## src/rtl/johnson_pkg.sv

```systemverilog
// Shared constants for the Johnson phase monitor: FSM encodings and phase width.
package johnson_pkg;
  localparam logic [1:0] ST_UNLOCKED = 2'd0;
  localparam logic [1:0] ST_ACQUIRE  = 2'd1;
  localparam logic [1:0] ST_LOCKED   = 2'd2;

  function automatic int phase_w(input int n);
    return $clog2(2 * n);
  endfunction
endpackage

```

## src/rtl/johnson_phase_monitor_decode.sv

```systemverilog
// Combinational Johnson-code decode: legality, binary phase and one-hot phase.
module johnson_decode
  import johnson_pkg::*;
#(
  parameter int N = 4
) (
  input  logic [N-1:0]            q,
  output logic                    legal,
  output logic [phase_w(N)-1:0]   phase,
  output logic [2*N-1:0]          onehot
);
  localparam int PW = phase_w(N);
  localparam logic [PW:0] TWO_N = (PW+1)'(2 * N);

  logic [N-1:0] x;
  logic [PW:0]  pc;
  logic [PW:0]  ph_ext;

  always_comb begin
    // Upper half of the rotation is the complement of a low-ones run.
    x     = q[N-1] ? ~q : q;
    legal = ((x & (x + 1'b1)) == '0);
    pc    = '0;
    for (int i = 0; i < N; i++) pc = pc + (PW+1)'(q[i]);
    ph_ext = q[N-1] ? (TWO_N - pc) : pc;
    phase  = ph_ext[PW-1:0];
    onehot = '0;
    if (legal) onehot[phase] = 1'b1;
  end
endmodule

```

## src/rtl/johnson_phase_monitor.sv

```systemverilog
// Samples a Johnson counter, decodes phase, tracks lock health and counts rotations.
module johnson_phase_monitor
  import johnson_pkg::*;
#(
  parameter int N        = 4,
  parameter int LOCK_CNT = 3,
  parameter int RW       = 16
) (
  input  logic                  clk,
  input  logic                  rst,
  input  logic [N-1:0]          q_in,
  input  logic                  clr_err,
  output logic [phase_w(N)-1:0] phase,
  output logic [2*N-1:0]        phase_onehot,
  output logic                  valid,
  output logic                  locked,
  output logic                  illegal,
  output logic                  seq_err,
  output logic                  wrap_pulse,
  output logic                  err_flag,
  output logic [RW-1:0]         rotations
);
  localparam int PW = phase_w(N);
  localparam logic [PW-1:0] LAST_PH = PW'(2 * N - 1);
  localparam logic [3:0]    LOCK_C  = 4'(LOCK_CNT);

  // Stage 1: raw sample plus a valid bit so reset flushes the pipeline.
  logic [N-1:0] q_r_q;
  logic         vld_q;

  always_ff @(posedge clk or posedge rst) begin
    if (rst) begin
      q_r_q <= '0;
      vld_q <= 1'b0;
    end else begin
      q_r_q <= q_in;
      vld_q <= 1'b1;
    end
  end

  logic          dec_legal;
  logic [PW-1:0] dec_ph;
  logic [2*N-1:0] dec_oh;

  johnson_decode #(.N(N)) u_dec (
    .q      (q_r_q),
    .legal  (dec_legal),
    .phase  (dec_ph),
    .onehot (dec_oh)
  );

  // Stage 2 state
  logic [PW-1:0]  phase_q, phase_d;
  logic [2*N-1:0] oh_q, oh_d;
  logic           valid_q, valid_d;
  logic           ill_q, ill_d;
  logic           seq_q, seq_d;
  logic           wrap_q, wrap_d;
  logic           err_q, err_d;
  logic [RW-1:0]  rot_q, rot_d;
  logic [1:0]     state_q, state_d;
  logic [3:0]     cnt_q, cnt_d;
  logic [PW-1:0]  adv_ph;

  assign adv_ph = (phase_q == LAST_PH) ? '0 : phase_q + 1'b1;

  always_comb begin
    phase_d = phase_q;
    oh_d    = '0;
    valid_d = 1'b0;
    ill_d   = 1'b0;
    seq_d   = 1'b0;
    wrap_d  = 1'b0;
    rot_d   = rot_q;
    state_d = state_q;
    cnt_d   = cnt_q;
    if (vld_q) begin
      valid_d = dec_legal;
      oh_d    = dec_oh;
      if (!dec_legal) begin
        ill_d   = 1'b1;
        state_d = ST_UNLOCKED;
        cnt_d   = '0;
      end else begin
        phase_d = dec_ph;
        if (state_q == ST_UNLOCKED) begin
          // No previous phase to compare against yet.
          state_d = ST_ACQUIRE;
          cnt_d   = '0;
        end else if (dec_ph == phase_q) begin
          state_d = state_q;
        end else if (dec_ph == adv_ph) begin
          if (state_q == ST_ACQUIRE) begin
            cnt_d = cnt_q + 1'b1;
            if (cnt_q + 1'b1 == LOCK_C) state_d = ST_LOCKED;
          end else if (phase_q == LAST_PH) begin
            wrap_d = 1'b1;
            if (rot_q != {RW{1'b1}}) rot_d = rot_q + 1'b1;
          end
        end else begin
          seq_d   = 1'b1;
          state_d = ST_UNLOCKED;
          cnt_d   = '0;
        end
      end
    end
    // A fresh error outranks a simultaneous clear.
    if (ill_d || seq_d) err_d = 1'b1;
    else if (clr_err)   err_d = 1'b0;
    else                err_d = err_q;
  end

  always_ff @(posedge clk or posedge rst) begin
    if (rst) begin
      phase_q <= '0;
      oh_q    <= '0;
      valid_q <= 1'b0;
      ill_q   <= 1'b0;
      seq_q   <= 1'b0;
      wrap_q  <= 1'b0;
      err_q   <= 1'b0;
      rot_q   <= '0;
      state_q <= ST_UNLOCKED;
      cnt_q   <= '0;
    end else begin
      phase_q <= phase_d;
      oh_q    <= oh_d;
      valid_q <= valid_d;
      ill_q   <= ill_d;
      seq_q   <= seq_d;
      wrap_q  <= wrap_d;
      err_q   <= err_d;
      rot_q   <= rot_d;
      state_q <= state_d;
      cnt_q   <= cnt_d;
    end
  end

  assign phase        = phase_q;
  assign phase_onehot = oh_q;
  assign valid        = valid_q;
  assign locked       = (state_q == ST_LOCKED);
  assign illegal      = ill_q;
  assign seq_err      = seq_q;
  assign wrap_pulse   = wrap_q;
  assign err_flag     = err_q;
  assign rotations    = rot_q;
endmodule
```

## config.mk

```make
export PLATFORM = sky130hd
export DESIGN_NAME = johnson_phase_monitor
export DESIGN_NICKNAME = d
export VERILOG_FILES = /design/src/rtl/johnson_pkg.sv /design/src/rtl/johnson_phase_monitor_decode.sv /design/src/rtl/johnson_phase_monitor.sv
export SDC_FILE = /design/constraint.sdc
export NUM_CORES = 1
export LEC_CHECK = 0
export ABC_AREA = 1
export ABC_CLOCK_PERIOD_IN_PS = 4600
export BUFFER_PORTS_ARGS = -buffer_cell sky130_fd_sc_hd__buf_2
export CORE_UTILIZATION = 25
export CTS_CLUSTER_SIZE = 16
export DETAILED_ROUTE_END_ITERATION = 8
export PLACE_DENSITY = 0.5
export REMOVE_ABC_BUFFERS = 1
export SLEW_MARGIN = 25
export SYNTH_ARGS = -nofsm -noshare
export SYNTH_HDL_FRONTEND = slang
export SYNTH_SLANG_ARGS = --single-unit
```

## constraint.sdc

```tcl
create_clock -name clk -period 4.6 [get_ports clk]
set_input_delay 0.69 -clock clk [delete_from_list [all_inputs] [get_ports clk]]
set_output_delay 0.69 -clock clk [all_outputs]
set_load 0.02 [all_outputs]
```

# [Word level (Yosys, flattened, before mapping)]
# Index checks and enable logic that the tools add are counted.
[classes] n_div=0 eq_ne=10 n_reduce_logical=9 order_cmp=2 bitwise_logic=5 n_mux=35 n_shift=0 n_mul=0 n_addsub=8
[ops] cell="$mux 4" count=6
[ops] cell="$mux 1" count=18
[ops] cell="$add 16x1->16 const B" count=1
[ops] cell="$mux 8" count=2
[ops] cell="$ne 16x16->1 const B" count=1
[ops] cell="$mux 2" count=6
[ops] cell="$add 4x1->4 const B" count=2
[ops] cell="$ne 4x3->1 const B" count=2
[ops] cell="$reduce_and 8->1" count=1
[ops] cell="$add 3x1->3" count=2
[ops] cell="$eq 3x3->1" count=2
[ops] cell="$mux 3" count=2
[ops] cell="$and 4x4->4" count=1
[ops] cell="$eq 4x2->1 const B" count=1
[ops] cell="$logic_not 4->1" count=1
[ops] cell="$lt 3x4->1 const B" count=1
[ops] cell="$not 4->4" count=1
[ops] cell="$reduce_and 4->1" count=1
[ops] cell="$add 3x1->3 const B" count=1
[ops] cell="$demux 1 s3" count=1
[ops] cell="$eq 3x3->1 const B" count=1
[ops] cell="$ge 3x1->1 const B" count=1
[ops] cell="$ne 3x3->1 const B" count=1
[ops] cell="$not 1->1" count=3
[ops] cell="other kinds (10)" count=10
[word_totals] wordCells=81 output_inout_bits=33 mem_count=0 rom_bits=0 mem_bits_rw=0 latch_bits=0 inputBits=7 register_bits=43

# [Longest topological paths before layout]
# Gate-level depths: netlist of run 1.
[depth] depth_word=13 ltp_mapped=20 depth_no_buf=19

# [Modules after synthesis]
# Synthesis of run 1 repeated with hierarchy kept, for this count alone.
[hier_totals] cells_unflattened=302 area_unflattened_um2=2437.3
[modules_own_cells] mod="johnson_phase_monitor" area_per_inst_um2=2220.9 seq_area_each_um2=1076.0 cells_per_inst=262 instances=1
[modules_own_cells] mod="johnson_decode" area_per_inst_um2=216.5 seq_area_each_um2=0.0 cells_per_inst=40 instances=1

# [Least setup slack after synthesis of run 1]
# OpenSTA, ideal clock, no wires.
[synth_timing] kind="reg-to-reg" start="register q_r_q[0]" end="register rot_q[0], in the netlist rotations[0]" synth_period_minus_slack_ns=2.654 path_buffers=1 setup_slack_ns=1.946 arrival_time_ns=2.536 path_stages_with_launch=19 required_ns=4.482 setup_ns=0.118 cell_sequence="dfrtp_1 ha_1 inv_1 fa_1 inv_1 ha_1 inv_1 ha_1 nand2_1 nand2_2 nand2_2 nand3_4 nor2_4 nand2_2 nor2_4 buf_6 inv_2 nand2_1 nand2_1"
[synth_via] elab_chain_len=8 elab_cells_between_ends=14 cone_classes="add/sub: 5; eq/ne: 2; mux: 2; bitwise: 3; reduce/logical: 2"
[synth_rtl] item="from (decl)" line="johnson_phase_monitor.sv:28" source="logic [N-1:0] q_r_q;"
[synth_rtl] item="from (signal assigned)" line="johnson_phase_monitor.sv:36" source="q_r_q <= q_in;"
[synth_rtl] item="$add 1x1->2" line="johnson_phase_monitor_decode.sv:24" source="for (int i = 0; i < N; i++) pc = pc + (PW+1)'(q[i]);"
[synth_rtl] item="$add 3x1->3 (2 in a row)" line="johnson_phase_monitor_decode.sv:24"
[synth_rtl] item="$sub 1x3->3" line="johnson_phase_monitor_decode.sv:25" source="ph_ext = q[N-1] ? (TWO_N - pc) : pc;"
[synth_rtl] item="$mux 3" line="johnson_phase_monitor_decode.sv:25"
[synth_rtl] item="$eq 3x3->1" line="johnson_phase_monitor.sv:90" source="end else if (dec_ph == phase_q) begin"
[synth_rtl] item="$not 1->1 (no source line)"
[synth_rtl] item="$reduce_and 8->1 (no source line) (*)"
[synth_rtl] item="to (signal assigned)" line="johnson_phase_monitor.sv:133" source="rot_q <= rot_d;"
[synth_rtl] item="to (decl)" line="johnson_phase_monitor.sv:60" source="logic [RW-1:0] rot_q, rot_d;"
# Every way passes the cells marked *; elsewhere a longest branch is shown, timed or not.
# A chain may end at the register's enable or synchronous reset.

# [Worst setup path after layout of run 1]
[layout_timing] start="register q_r_q[1]" end="register rot_q[0], in the netlist rotations[0]"
# The elaborated chain is that of the path after synthesis.

==> impl_metrics.env, run 1 <==
export IMPL_cts_tree="built"
export IMPL_die_x_um=103
export IMPL_holdPathEnd="q_r_q[0]$_DFF_PP0_"
export IMPL_hp_class="in -> reg"
export IMPL_final_common_cell="nand2_1"
export IMPL_syn_to_final_growth_pct=16.4
export IMPL_dpl_hpwl_um=4070
export IMPL_gp_congestion=0.879
export IMPL_min_from="q_in[0]"
export IMPL_die_area_um2=10500
export IMPL_ys_async_sr_fraction_pct=100
export IMPL_first_global_vias=1860
export IMPL_worst_pin_slew_ns=0.885
export IMPL_ys_seq_elements=43
export IMPL_antenna_found_initial=0
export IMPL_cts_buffers=5
export IMPL_finalCriticalPeriod_ns=3.34
export IMPL_p_leak_nw=1.52
export IMPL_ios=40
export IMPL_start_util_pct=25.8
export IMPL_drive_above_1_share_pct=23.2
export IMPL_synth_area_per_cell_um2=8.09
export IMPL_nFillCells=1090
export IMPL_avgRoutedWirePerCell_um=10.8
export IMPL_antenna_cells_inserted=0
export IMPL_drv_cap=0
export IMPL_end_kind="flop"
export IMPL_core_area_um2=9820
export IMPL_rows=36
export IMPL_synthDistinctLibCells=26
export IMPL_synth_edf_count=0
export IMPL_grt_pass1_wl_um=8740
export IMPL_vias=2050
export IMPL_most_common_layout_cells="79 x nand2_1, 47 x inv_1, 43 x dfrtp_1"
export IMPL_clkLatencyLatePin_ns=0.30
export IMPL_slew_viol_final=0
export IMPL_firstDrtPassIters=4
export IMPL_fin_nets=374
export IMPL_grt_ovfl_total=0
export IMPL_r2r_start="q_r_q[1]$_DFF_PP0_"
export IMPL_grt_use_total_pct=10.7
export IMPL_hold_violations=0
export IMPL_cts_post_setup_buffers_inserted=0
export IMPL_path_max_fanout=30
export IMPL_setup_viol=0
export IMPL_drtIter0Drc=81
export IMPL_dominantRegCellSynth="dfrtp_1"
export IMPL_fin_tns_setup_ns=0
export IMPL_start_kind="flop"
export IMPL_clock_fmax_ghz=0.299
export IMPL_cts_buffer_depth=2
export IMPL_h_tree_depth=2
export IMPL_cts_resized=0
export IMPL_r2r_slack_ns=1.26
export IMPL_reg2reg_depth=17
export IMPL_drc=0
export IMPL_power_density_nw_per_um2=300
export IMPL_yosys_warnings=0
export IMPL_ys_seq_area_share_pct=42.5
export IMPL_grt_max_degree=44
export IMPL_root_buffer="clkbuf_8"
export IMPL_hold_ws_ns=0.493
export IMPL_required_ns=4.79
export IMPL_timing_final_crit_share_pct=72.6
export IMPL_synth_area_um2=2530
export IMPL_synthCells=313
export IMPL_slew_headroom_pct=40.8
export IMPL_path_clk_slew_ns=0.09
export IMPL_numClockSinks=43
export IMPL_dieHeight_um=103
export IMPL_ir_worst_vdd_mv=0.102
export IMPL_arrival_ns=3.53
export IMPL_holdPathStages=1
export IMPL_ant_nets=0
export IMPL_drt_vias_per_instance=4.18
export IMPL_finClkSkew_ns=0.00548
export IMPL_path_class="reg -> reg"
export IMPL_holdBufCountCts=0
export IMPL_reg2reg_to="rotations[0]$_DFFE_PP0P_"
export IMPL_routed_wl_um=5300
export IMPL_status="finished, final reports clean"
export IMPL_port_buffers=39
export IMPL_rsz0062_at_grt="no"
## layout make-up
class	instances	area (µm²)	share of cell area [%]
flip-flops and latches	43	1080	36.5
well taps	133	166	5.64
clock inverters	3	23.8	0.806
multi-input cells	216	1220	41.4
repair buffers	40	203	6.87
inverters	50	190	6.45
clock buffers	5	68.8	2.33
## report_power, final
| part | internal, W | switching, W | total [W] |
|---|---|---|---|
| registers | 0.000398 | 0.0000200 | 0.000418 |
| logic | 0.0000730 | 0.000144 | 0.000217 |
| clock network | 0.000109 | 0.000142 | 0.000251 |
| total | 0.000580 | 0.000307 | 0.000886 |
## registers in the layout, summed over array words and instances, names as in the netlist, 2 cells and up
signal,count
state_q,2
cnt_q,4
phase,3
q_r_q,4
rotations,16
phase_onehot,8
## synthesized netlist by cell type (all sizes together), types with 2 or more instances
cell,instances,area (µm²)
inv,50,190
nand2,92,383
xor2,16,140
o21ai,19,144
a21oi,2,10.0
ha,10,125
nor3,6,30.0
o211ai,2,15.0
nor2,35,156
buf,4,45.0
nand3,24,143
nand4,6,37.5
dfrtp,43,1080
## worst max-delay path, stage by stage (launching register included)
cell and delay, ns:
dfrtp_1 0.39, ha_1 0.28, inv_1 0.05, fa_1 0.36, inv_1 0.10, ha_1 0.23
inv_1 0.06, ha_1 0.24, nand2_1 0.13, nand2_2 0.09, nand2_2 0.08, nand3_4 0.08
nor2_4 0.15, nand2_2 0.07, nor2_4 0.70, inv_2 0.09, nand2_1 0.10, nand2_1 0.05
## kinds of logic (layout without fill, tap and decap cells)
logic type,after synthesis,in the layout,synth area share [%]
other,1,1,0.148
adder cells (fa/ha/maj),11,11,5.73
flip-flops,43,43,42.5
XOR/XNOR,16,16,5.53
buffers and inverters,54,98,9.28
AND/OR/NAND/NOR,164,164,29.9
AO/OA/AOI/OAI,24,24,6.96
## stage by stage
stage | setup WS (ns) | power [W] | instances | utilization [%] | cell area [µm²]
after floorplan | 1.57 | 0.000589 | 309 | - | 2490
after global placement | 1.34 | 0.000644 | 482 | 29.1 | 2860
after detailed placement | 1.24 | 0.000645 | 482 | 29.1 | 2860
after CTS | 1.20 | 0.000904 | 490 | 30.0 | 2950
after global routing | 1.02 | 0.000946 | 490 | 30.0 | 2950
final | 1.26 | 0.000886 | 490 | 30.0 | 2950
## layer usage
layer / global-route usage [%] / share of wire [%] / vias up
met5: 0 / 0 / -
met4: 3.52 / 1.3 / 0
met3: 2.85 / 4.6 / 8
met2: 17.2 / 47 / 42
met1: 14.0 / 47 / 943
li1: - / - / 1057
## how the worst max path moves through the flow
stage	startpoint	end	slack [ns]	depth (start not counted)
2_1_floorplan	q_r_q[0]$_DFF_PP0_	rotations[0]$_DFFE_PP0P_	1.57	17
3_3_place_gp	q_r_q[0]$_DFF_PP0_	rotations[14]$_DFFE_PP0P_	1.34	17
3_5_place_dp	q_r_q[0]$_DFF_PP0_	rotations[0]$_DFFE_PP0P_	1.24	17
4_1_cts	q_r_q[0]$_DFF_PP0_	rotations[0]$_DFFE_PP0P_	1.20	17
5_1_grt	q_r_q[1]$_DFF_PP0_	rotations[13]$_DFFE_PP0P_	1.02	18
6_report	q_r_q[1]$_DFF_PP0_	rotations[0]$_DFFE_PP0P_	1.26	17
Power figures use the tool's default switching activity.
==> inputs of run 2 (changes only) <==
ABC_CLOCK_PERIOD_IN_PS = 2900   (was 4600)
PLACE_DENSITY = 0.51   (was 0.5)
clock period = 2.9 ns   (was 4.6 ns; I/O delays follow)
==> impl_metrics.env, run 2 (synthesis results as in run 1) <==
export IMPL_slew_headroom_pct=42.5
export IMPL_p_int_w=0.000946
export IMPL_path_class="reg -> reg"
export IMPL_port_buffers=39
export IMPL_clkPwrFrac_pct=26.4
export IMPL_ios=40
export IMPL_die_x_um=103
export IMPL_timing_final_crit_share_pct=95.8
export IMPL_cts_buffer_depth=2
export IMPL_hp_class="in -> async"
export IMPL_swShare_pct=34.4
export IMPL_dp_cells=486
export IMPL_start_util_pct=25.8
export IMPL_power_density_nw_per_um2=454
export IMPL_most_common_layout_cells="68 x nand2_1, 43 x dfrtp_1, 42 x inv_1"
export IMPL_grt_use_total_pct=10.9
export IMPL_largest_reg_flops=16
export IMPL_required_ns=3.13
export IMPL_die_area_um2=10500
export IMPL_vias=2129
export IMPL_reg2reg_depth=18
export IMPL_netSwitchingPower_w=0.000497
export IMPL_clkLatencyLatePin_ns=0.30
export IMPL_end_kind="flop"
export IMPL_root_buffer="clkbuf_8"
export IMPL_cts_tree="built"
export IMPL_grt_max_degree=26
export IMPL_syn_to_final_growth_pct=25.3
export IMPL_ir_worst_vdd_mv=0.178
export IMPL_h_tree_depth=2
export IMPL_first_global_vias=1982
export IMPL_setup_viol=0
export IMPL_drive_above_1_share_pct=31.1
export IMPL_seq_power_share_pct=45.9
export IMPL_grt_pass1_wl_um=8940
export IMPL_antenna_cells_inserted=0
export IMPL_fin_cells=499
export IMPL_drv_cap=0
export IMPL_reg2reg_to="rotations[11]$_DFFE_PP0P_"
export IMPL_slew_viol_final=0
export IMPL_firstDrtPassIters=4
export IMPL_worst_pin_slew_ns=0.857
export IMPL_holdBufCountCts=0
export IMPL_multiInputGateArea_um2=1310
export IMPL_drt_vias_per_instance=4.27
export IMPL_avgRoutedWirePerCell_um=11.4
export IMPL_clock_fmax_ghz=0.360
export IMPL_routed_wl_um=5680
export IMPL_dpl_hpwl_um=4290
export IMPL_nFillCells=1101
export IMPL_p_leak_nw=1.62
export IMPL_path_max_fanout=8
export IMPL_rows=36
export IMPL_dieHeight_um=103
export IMPL_finalPower_w=0.00144
export IMPL_ff_latch_area_um2=1080
export IMPL_grt_ovfl_total=0
export IMPL_start_kind="flop"
export IMPL_cts_buffers=5
export IMPL_r2r_slack_ns=0.12
export IMPL_arrival_ns=3.01
export IMPL_comb_power_share_pct=27.7
export IMPL_drc=0
export IMPL_fin_nets=383
export IMPL_r2r_start="q_r_q[1]$_DFF_PP0_"
export IMPL_finalCriticalPeriod_ns=2.78
export IMPL_numClockSinks=43
export IMPL_hold_violations=0
export IMPL_ant_nets=0
export IMPL_cp_endpoint="rotations[11]$_DFFE_PP0P_"
export IMPL_antenna_found_initial=0
export IMPL_core_area_um2=9820
export IMPL_path_clk_slew_ns=0.09
export IMPL_status="finished, final reports clean"
export IMPL_gp_congestion=0.834
export IMPL_finClkSkew_ns=0.0112
export IMPL_drtIter0Drc=55
export IMPL_final_common_cell="nand2_1"
export IMPL_crit_start="q_r_q[1]$_DFF_PP0_"
==> run 2: cell count changes in the layout (fill, tap and decap cells not counted), moves of 3 or more <==
cell	previous run	this run
nand2_1	79	68
inv_1	47	42
nand3_1	21	18
buf_4	1	5
inv_2	1	5
buf_12	0	3
nand2_2	12	21
==> run 2: metrics by stage <==
| step | setup WS (ns) | util (%) | TNS [ns] | hold slack [ns] | cell area (µm²) |
|---|---|---|---|---|---|
| after floorplan | -0.129 | - | -1.41 | 0.461 | 2490 |
| after global placement | 0.103 | 29.7 | 0 | 0.478 | 2910 |
| after detailed placement | 0.0139 | 29.7 | 0 | 0.484 | 2910 |
| after CTS | 0.00591 | 30.5 | 0 | 0.221 | 3000 |
| after global routing | -0.0276 | 32.3 | -0.265 | 0.223 | 3180 |
| final | 0.122 | 32.3 | 0 | 0.198 | 3180 |
==> run 2: metal layers <==
| layer | routed length (µm) | share of wire, % | vias to the layer above | track usage, % |
|---|---|---|---|---|
| met5 | 0 | 0 | - | 0 |
| met4 | 96 | 1.7 | 0 | 4.18 |
| met2 | 2790 | 49 | 49 | 18.7 |
| met1 | 2520 | 44 | 999 | 13.4 |
| met3 | 283 | 5.0 | 9 | 2.51 |
| li1 | - | - | 1072 | - |
==> run 2: layout make-up <==
class / count / share of cell area, %
inverter: 50 / 6.07
clock inverter: 2 / 0.394
tap: 133 / 5.24
timing repair buffer: 49 / 10.8
multi-input combinational: 216 / 41.3
clock buffer: 6 / 2.29
sequential: 43 / 33.9
==> run 2: what timing repair did <==
action                                 4_1_cts  5_1_grt
setup endpoints to repair                    5       24
cloned                                       0        2
setup buffers                                0        3
endpoints found under the hold margin        0        0
pin swaps                                    1       12
gates resized for setup                      0       28
==> run 2: power by group through the flow <==
stage | combinational, W | clock, W | sequential, W
after global routing | 0.000449 | 0.000420 | 0.000667
after global placement | 0.000352 | 0 | 0.000675
after floorplan | 0.000239 | 0 | 0.000696
final | 0.000399 | 0.000381 | 0.000663
after CTS | 0.000356 | 0.000398 | 0.000663
after detailed placement | 0.000355 | 0 | 0.000674
==> run 2: worst min path at each step <==
stage          slack, ns                   endpoint                  from
6_report            0.20  rotations[10]$_DFFE_PP0P_                   rst
5_1_grt             0.22         q_r_q[0]$_DFF_PP0_               q_in[0]
4_1_cts             0.22   rotations[6]$_DFFE_PP0P_                   rst
3_5_place_dp        0.48       cnt_q[3]$_DFFE_PP0P_  cnt_q[3]$_DFFE_PP0P_
3_3_place_gp        0.48       cnt_q[3]$_DFFE_PP0P_  cnt_q[3]$_DFFE_PP0P_
2_1_floorplan       0.46       cnt_q[3]$_DFFE_PP0P_  cnt_q[3]$_DFFE_PP0P_
==> run 2: worst max-delay path, stage by stage, from the launching register on <==
cell,delay (ns)
dfrtp_1,0.40
ha_1,0.30
inv_2,0.04
fa_2,0.37
inv_2,0.10
ha_4,0.22
inv_4,0.05
ha_4,0.19
nand2_2,0.09
nand2_2,0.08
nand2_2,0.08
nand3_4,0.08
nor2_4,0.13
nand2_2,0.08
nor2_4,0.12
buf_12,0.14
clkbuf_16,0.16
nand2_2,0.05
o21ai_2,0.05
